$ cat src/rtl/pwm_timer.sv
// -----------------------------------------------------------------------------
// pwm_timer : memory-mapped multi-channel PWM timer, picorv32 native bus slave.
//
// Ports
//   clk      : system clock
//   reset_n  : asynchronous active-low reset
//   select   : slave select, already qualified by mem_valid
//   wstrb    : byte write strobes, 4'b0000 means read
//   addr     : byte offset within the 32-byte register block
//   data_i   : write data
//   ready    : access acknowledge (one cycle after select, held while select)
//   data_o   : registered read data, valid together with ready
//   pwm_o    : PWM outputs, one per channel
//   irq      : level interrupt = wrap flag & irq_en
//
// Register map (word offsets)
//   0x00 CTRL   [0] enable, [1] irq_en, [7:4] per-channel output inversion
//   0x04 PRESC  prescaler reload
//   0x08 PERIOD counter period (counter runs 0..PERIOD)
//   0x0C STATUS [0] wrap flag (write 1 to clear), [31:16] live counter
//   0x10..0x1C CMP0..CMP3 compare values
//
// Build option
//   PWM_SHADOW_EN : compare writes go to a buffer that is copied into the
//                   active compare value on every wrap and while disabled.
//                   Without it the written compare value is used directly.
// -----------------------------------------------------------------------------
module pwm_timer #(
  parameter int CNT_WIDTH = 16,
  parameter int CHANNELS  = 4
) (
  input  logic                clk,
  input  logic                reset_n,
  input  logic                select,
  input  logic [3:0]          wstrb,
  input  logic [4:0]          addr,
  input  logic [31:0]         data_i,
  output logic                ready,
  output logic [31:0]         data_o,
  output logic [CHANNELS-1:0] pwm_o,
  output logic                irq
);

  typedef logic [CNT_WIDTH-1:0] cnt_t;

  localparam logic [2:0] REG_CTRL   = 3'd0;
  localparam logic [2:0] REG_PRESC  = 3'd1;
  localparam logic [2:0] REG_PERIOD = 3'd2;
  localparam logic [2:0] REG_STATUS = 3'd3;

  logic                ready_q;
  logic [31:0]         data_q;
  logic                enable_q, enable_d;
  logic                irq_en_q, irq_en_d;
  logic [CHANNELS-1:0] pol_q, pol_d;
  cnt_t                presc_q, presc_d;
  cnt_t                period_q, period_d;
  logic                flag_q, flag_d;
  cnt_t                pcnt_q, pcnt_d;
  cnt_t                cnt_q, cnt_d;
  logic [CHANNELS-1:0] pwm_q, pwm_d;
  cnt_t                cmp_rd [CHANNELS];

  logic        access, wr_en, w1c, tick, wrap;
  logic [2:0]  reg_sel;
  cnt_t        wmask;
  logic [31:0] rdata, cnt_ext;
  logic        unused_bits;

  // An access happens once per select assertion: in the first cycle, before
  // ready has been returned.
  assign access  = select & ~ready_q;
  assign wr_en   = access & (|wstrb);
  assign reg_sel = addr[4:2];
  assign w1c     = wr_en && (reg_sel == REG_STATUS) && wstrb[0] && data_i[0];

  // Per-bit write mask derived from the byte strobes.
  generate
    for (genvar gi = 0; gi < CNT_WIDTH; gi++) begin : g_wmask
      assign wmask[gi] = wstrb[gi/8];
    end
  endgenerate

  function automatic cnt_t merge(input cnt_t old_v, input cnt_t new_v, input cnt_t m);
    return (old_v & ~m) | (new_v & m);
  endfunction

  // Configuration register writes.
  always_comb begin
    enable_d = enable_q;
    irq_en_d = irq_en_q;
    pol_d    = pol_q;
    presc_d  = presc_q;
    period_d = period_q;
    if (wr_en) begin
      if ((reg_sel == REG_CTRL) && wstrb[0]) begin
        enable_d = data_i[0];
        irq_en_d = data_i[1];
        pol_d    = data_i[4 +: CHANNELS];
      end
      if (reg_sel == REG_PRESC)  presc_d  = merge(presc_q,  data_i[CNT_WIDTH-1:0], wmask);
      if (reg_sel == REG_PERIOD) period_d = merge(period_q, data_i[CNT_WIDTH-1:0], wmask);
    end
  end

  // Prescaler and main counter. Disabled means both held at zero, so a
  // re-enable always starts a fresh period without a wrap.
  always_comb begin
    tick   = 1'b0;
    wrap   = 1'b0;
    pcnt_d = pcnt_q;
    cnt_d  = cnt_q;
    if (!enable_q) begin
      pcnt_d = '0;
      cnt_d  = '0;
    end else begin
      if (pcnt_q == presc_q) begin
        tick   = 1'b1;
        pcnt_d = '0;
      end else begin
        pcnt_d = pcnt_q + CNT_WIDTH'(1);
      end
      if (tick) begin
        if (cnt_q == period_q) begin
          cnt_d = '0;
          wrap  = 1'b1;
        end else begin
          cnt_d = cnt_q + CNT_WIDTH'(1);
        end
      end
    end
  end

  // A wrap in the same cycle as a software clear keeps the flag set.
  assign flag_d = wrap | (flag_q & ~w1c);

  generate
    for (genvar gi = 0; gi < CHANNELS; gi++) begin : g_chan
      cnt_t cmp_q, cmp_d, cmp_act;

      always_comb begin
        cmp_d = cmp_q;
        if (wr_en && (reg_sel == 3'(4 + gi)))
          cmp_d = merge(cmp_q, data_i[CNT_WIDTH-1:0], wmask);
      end

      always_ff @(posedge clk or negedge reset_n) begin
        if (!reset_n) cmp_q <= '0;
        else          cmp_q <= cmp_d;
      end

`ifdef PWM_SHADOW_EN
      cnt_t cmp_act_q, cmp_act_d;
      // Tracking the buffer while disabled makes the first period after
      // enable use the freshly written compare value.
      assign cmp_act_d = (wrap || !enable_q) ? cmp_q : cmp_act_q;
      always_ff @(posedge clk or negedge reset_n) begin
        if (!reset_n) cmp_act_q <= '0;
        else          cmp_act_q <= cmp_act_d;
      end
      assign cmp_act = cmp_act_q;
`else
      assign cmp_act = cmp_q;
`endif

      // Using the next-state enable/polarity lets a disable force the idle
      // level on the very next cycle.
      assign pwm_d[gi]  = (enable_d & (cnt_q < cmp_act)) ^ pol_d[gi];
      assign cmp_rd[gi] = cmp_q;
    end
  endgenerate

  assign cnt_ext = 32'(cnt_q);

  always_comb begin
    rdata = '0;
    case (reg_sel)
      REG_CTRL: begin
        rdata[0]             = enable_q;
        rdata[1]             = irq_en_q;
        rdata[4 +: CHANNELS] = pol_q;
      end
      REG_PRESC:  rdata = 32'(presc_q);
      REG_PERIOD: rdata = 32'(period_q);
      REG_STATUS: rdata = {cnt_ext[15:0], 15'd0, flag_q};
      default: begin
        for (int i = 0; i < CHANNELS; i++)
          if (reg_sel == 3'(4 + i)) rdata = 32'(cmp_rd[i]);
      end
    endcase
  end

  always_ff @(posedge clk or negedge reset_n) begin
    if (!reset_n) begin
      ready_q  <= 1'b0;
      data_q   <= '0;
      enable_q <= 1'b0;
      irq_en_q <= 1'b0;
      pol_q    <= '0;
      presc_q  <= '0;
      period_q <= '0;
      flag_q   <= 1'b0;
      pcnt_q   <= '0;
      cnt_q    <= '0;
      pwm_q    <= '0;
    end else begin
      ready_q  <= select;
      if (access) data_q <= rdata;
      enable_q <= enable_d;
      irq_en_q <= irq_en_d;
      pol_q    <= pol_d;
      presc_q  <= presc_d;
      period_q <= period_d;
      flag_q   <= flag_d;
      pcnt_q   <= pcnt_d;
      cnt_q    <= cnt_d;
      pwm_q    <= pwm_d;
    end
  end

  assign ready  = ready_q;
  assign data_o = data_q;
  assign pwm_o  = pwm_q;
  assign irq    = flag_q & irq_en_q;

  assign unused_bits = ^{addr[1:0], data_i, cnt_ext};

endmodule

$ cat config.mk
export PLATFORM = sky130hd
export DESIGN_NAME = pwm_timer
export DESIGN_NICKNAME = d
export VERILOG_FILES = /design/src/rtl/pwm_timer.sv
export SDC_FILE = /design/constraint.sdc
export NUM_CORES = 1
export LEC_CHECK = 0
export BUFFER_PORTS_ARGS = -buffer_cell sky130_fd_sc_hd__buf_2
export CAP_MARGIN = 40
export CORE_MARGIN = 8
export CORE_UTILIZATION = 55
export CTS_CLUSTER_SIZE = 8
export DETAILED_ROUTE_END_ITERATION = 16
export HOLD_SLACK_MARGIN = 0.1
export PLACE_DENSITY = 0.74
export SLEW_MARGIN = 15
export SYNTH_ARGS = -nofsm -noshare
export SYNTH_HDL_FRONTEND = slang
export SYNTH_SLANG_ARGS = --single-unit
$ cat constraint.sdc
create_clock -name clk -period 5.3 [get_ports clk]
set_clock_uncertainty 0.15 [all_clocks]
set_input_delay 1.06 -clock clk [delete_from_list [all_inputs] [get_ports clk]]
set_output_delay 1.06 -clock clk [all_outputs]
set_load 0.03 [all_outputs]
==> PnR_summary.wiki <==
{| class="wikitable"
! Metric !! Value
|-
| Status || finished, final reports clean
|-
| Sequential power share || 43.6%
|-
| Detailed-placement wirelength estimate || 17200 µm
|-
| FF-to-FF setup slack || 2440 ps
|-
| Most repeated cell in the gate-level netlist after synthesis || dfrtp_1
|-
| Category of the critical setup timing path || primary input to flip-flop
|-
| Static leakage power || 5.13 nW
|-
| Highest fanout seen on the critical path || 30
|-
| Die width || 146 µm
|-
| Synth cell types || 48
|-
| Buffers & Inverters on Critical Path || 1
|-
| Post-detailed-route via-to-cell ratio || 6.00
|-
| Ordered list of cells on the worst path || buf_2 > nor2b_1 > nand3_1 > mux2_2
|-
| Rows || 47
|-
| Post_cts resized || 0
|-
| Cell type with the highest aggregate area in the netlist || dfrtp_1
|-
| Overall fraction of global-route tracks in use || 22.9%
|-
| Endpoint of the lowest-slack register-to-register path || cnt_q[2]$_DFFE_PN0P_
|-
| Final worst-path cycle share || 56.9%
|-
| Yosys synthesis warning count || 0
|-
| Number of buffer cells added on primary ports || 61
|-
| Antenna violations before repair || 0
|-
| Initial DRT Pass Iterations || 5
|-
| Full die area || 21400 µm²
|-
| Max stage delay cell, worst path || nor2b_1
|-
| Clock slew seen by the registers of the worst setup and hold paths || 70 ps
|-
| End point of the most critical hold path || data_o[13]$_DFFE_PN0P_
|-
| Post-synth top area share || 46.1%
|-
| Number of setup violations in the final report || 0
|-
| Internal Pwr Total || 0.00267 W
|-
| Comb pwr share || 24.3%
|-
| Post-CTS Setup Bufs || 0
|-
| Clock period minus final worst setup slack || 3020 ps
|-
| Storage cell area || 4300 µm²
|-
| Number of enable-type register cells in the synthesized netlist || 0
|-
| Clock tree from TritonCTS || done
|-
| Avg Cell Area, Syn || 10.5 µm²
|-
| Clock Sinks || 172
|-
| Setup crit start kind || primary input
|-
| Post-synthesis sequential element count || 172
|-
| Crit Reg-Reg Startpoint || cnt_q[2]$_DFFE_PN0P_
|-
| Share of total power in the clock network || 32.1%
|-
| Worst-case vdd ir drop || 0.000263 V
|-
| Post-detailed-routing wire length || 23800 µm
|-
| Drt initial violations || 632
|-
| Diodes inserted || 0
|-
| Die Span Y || 146 µm
|-
| Fraction of the core area covered by cells at the end of the flow || 63.4%
|-
| Depth of the worst register-to-register path || 5
|-
| Clock root buffer || clkbuf_16
|-
| Cell types with the largest area share after synthesis || dfrtp_1 (46%), ha_1 (8.3%), mux2_2 (6.8%)
|-
| Data required time at the worst endpoint || 5460 ps
|-
| Maximum cell stage delay along the critical path || 700 ps
|-
| H-tree depth || 4
|-
| Power per standard cell area || 374 nW/µm²
|-
| Final net count || 1053
|-
| Bufs on Longest Clock Path || 2
|-
| Fill cell instance count of the final layout || 1332
|-
| Area of the multi-input gates || 4610 µm²
|-
| Top post-synthesis cells by count || dfrtp_1 (172), nand2_1 (104), o21ai_0 (76), inv_1 (71), ha_1 (62)
|-
| Ports || 82
|-
| Starting Density || 56.3%
|-
| Final count of hold timing violations || 0
|-
| Synth async-reset ratio || 100%
|-
| Routed WL per cell || 20.2 µm
|-
| Number of clock buffers inserted by TritonCTS || 17
|-
| Switching fraction of total power || 32.1%
|-
| Max-cap violation count || 0
|-
| Area of the placeable core || 16600 µm²
|-
| First-pass GRT wire length || 38800 µm
|-
| Via Count || 7063
|-
| Levels on crit path || 4
|-
| Sequential share of the synthesized area || 46.1%
|-
| Hold Path Depth || 2
|-
| Clock latency reported for the late side of the worst-skew pair || 430 ps
|-
| Max transition margin || 47.0%
|-
| Worst Hold Launch || data_o[13]$_DFFE_PN0P_
|-
| Fraction of layout instances using a drive strength above 1 || 19.2%
|-
| Dominant register cell in the synthesized netlist || dfrtp_1
|-
| Largest net degree at the start of global routing || 66
|-
| Post-synthesis net count || 996
|-
| Data arrival time of the worst path || 3180 ps
|-
| Final ANT Viol Nets || 0
|-
| Tightest Pin Transition || 793 ps
|-
| Max Transition Viols Final || 0
|-
| Timing-limited maximum frequency || 332 MHz
|-
| Fin Setup TNS || 0 ps
|-
| Layout-stage area growth over the synthesis result || 12.7%
|-
| Crit. End Element || flip-flop
|-
| Post-synthesis instance area || 9330 µm²
|-
| Worst path setup slack after routing || 2280 ps
|-
| Pre-CTS setup slack || 1880 ps
|-
| Number of global-route vias before repair || 7150
|-
| CTS Hold Bufs || 0
|-
| Weighted congestion reported at the end of routability-driven placement || 0.872
|-
| Worst path top cell family by delay || simple AND/OR/NAND/NOR gates
|-
| Aggregate global routing overflow || 0
|-
| Number of remaining DRC errors || 0
|-
| RSZ-0062 raised after global routing || false
|-
| Post-synthesis cell count || 890
|-
| Net switching power figure || 0.00126 W
|-
| Class of the tightest hold or removal check || flip-flop to flip-flop
|}
-- logic make-up (layout without fill, tap and decap cells) --
family                     count (synthesis)  after routing  synth area share [%]
and+or+nand+nor                          235            235                  12.0
adders and majority gates                 62             62                  8.32
muxes                                     81             81                  11.6
buffers and inverters                    107            175                  4.47
AOI/OAI and AO/OA                        183            183                  12.8
xor gates and xnor gates                  50             50                  4.69
DFF                                      172            172                  46.1
-- area by class of cell --
| type | instances | area share (%) |
|---|---|---|
| Clock buffer | 24 | 4.77 |
| Inverter | 71 | 2.54 |
| Clock inverter | 6 | 0.810 |
| Tap cell | 220 | 2.62 |
| Sequential cell | 172 | 41.0 |
| Timing Repair Buffer | 74 | 4.44 |
| Multi-Input combinational cell | 611 | 43.9 |
-- power by group through the flow --
stage | Clock, W | Sequential (W) | Combinational, W
6_report | 0.00126 | 0.00172 | 0.000955
5_1_grt | 0.00132 | 0.00174 | 0.00105
4_1_cts | 0.00126 | 0.00171 | 0.000956
3_5_place_dp | 0 | 0.00173 | 0.000945
3_3_place_gp | 0 | 0.00172 | 0.000912
2_1_floorplan | 0 | 0.00174 | 0.000599
-- tightest hold or removal path: cells and delay by family, from the launching register on --
family           cells  cell delay [ps]
flip-flops           1              340
AND/OR/NAND/NOR      2              100
-- cells in the final DEF, fill, tap and decap left out, drive strengths merged, types with 4 or more instances in the layout --
cell type and instances:
a22o 16, o22ai 5, nand3 20, o31ai 6, a221o 4, buf 74, mux2i 9, and2 9
a22oi 5, clkbuf 24, nor4 9, nor2b 6, a21oi 30, nor3 5, and3 4, or3 8
xor2 44, nand2 104, a211o 8, a2111oi 4, nand2b 6, nor3b 6, inv 71, mux2 56
xnor2 6, a21o 11, nor2 35, mux4 16, nand4 18, o21ai 76, dfrtp 172, ha 62
a221oi 10
-- per-layer routing --
layer / vias to the layer above / global-route usage (%) / part of all wire, % / wire (µm)
met3: 36 / 4.73 / 5.5 / 1320
met5: - / 0 / 0 / 0
met4: 0 / 8.76 / 2.5 / 585
met2: 212 / 35.3 / 46 / 10800
li1: 3269 / - / - / -
met1: 3546 / 31.3 / 46 / 11100
-- how the worst max path moves through the flow --
stage | startpoint | to
2_1_floorplan | addr[3] | data_o[10]$_DFFE_PN0P_
3_3_place_gp | addr[3] | flip-flop
4_1_cts | addr[3] | flip-flop
5_1_grt | addr[3] | flip-flop
3_5_place_dp | addr[3] | flip-flop
6_report | addr[3] | flip-flop
-- metrics by stage --
step           hold WS, ps  instance area (µm²)  std cells  power (W)
6_report               323                10500       1178    0.00393
3_3_place_gp           308                 9840       1143    0.00263
5_1_grt                345                10500       1178    0.00411
2_1_floorplan          309                 9330        890    0.00234
3_5_place_dp           314                 9910       1146    0.00268
4_1_cts                327                10500       1176    0.00393
Note: power is estimated with default switching activity, not from simulation.
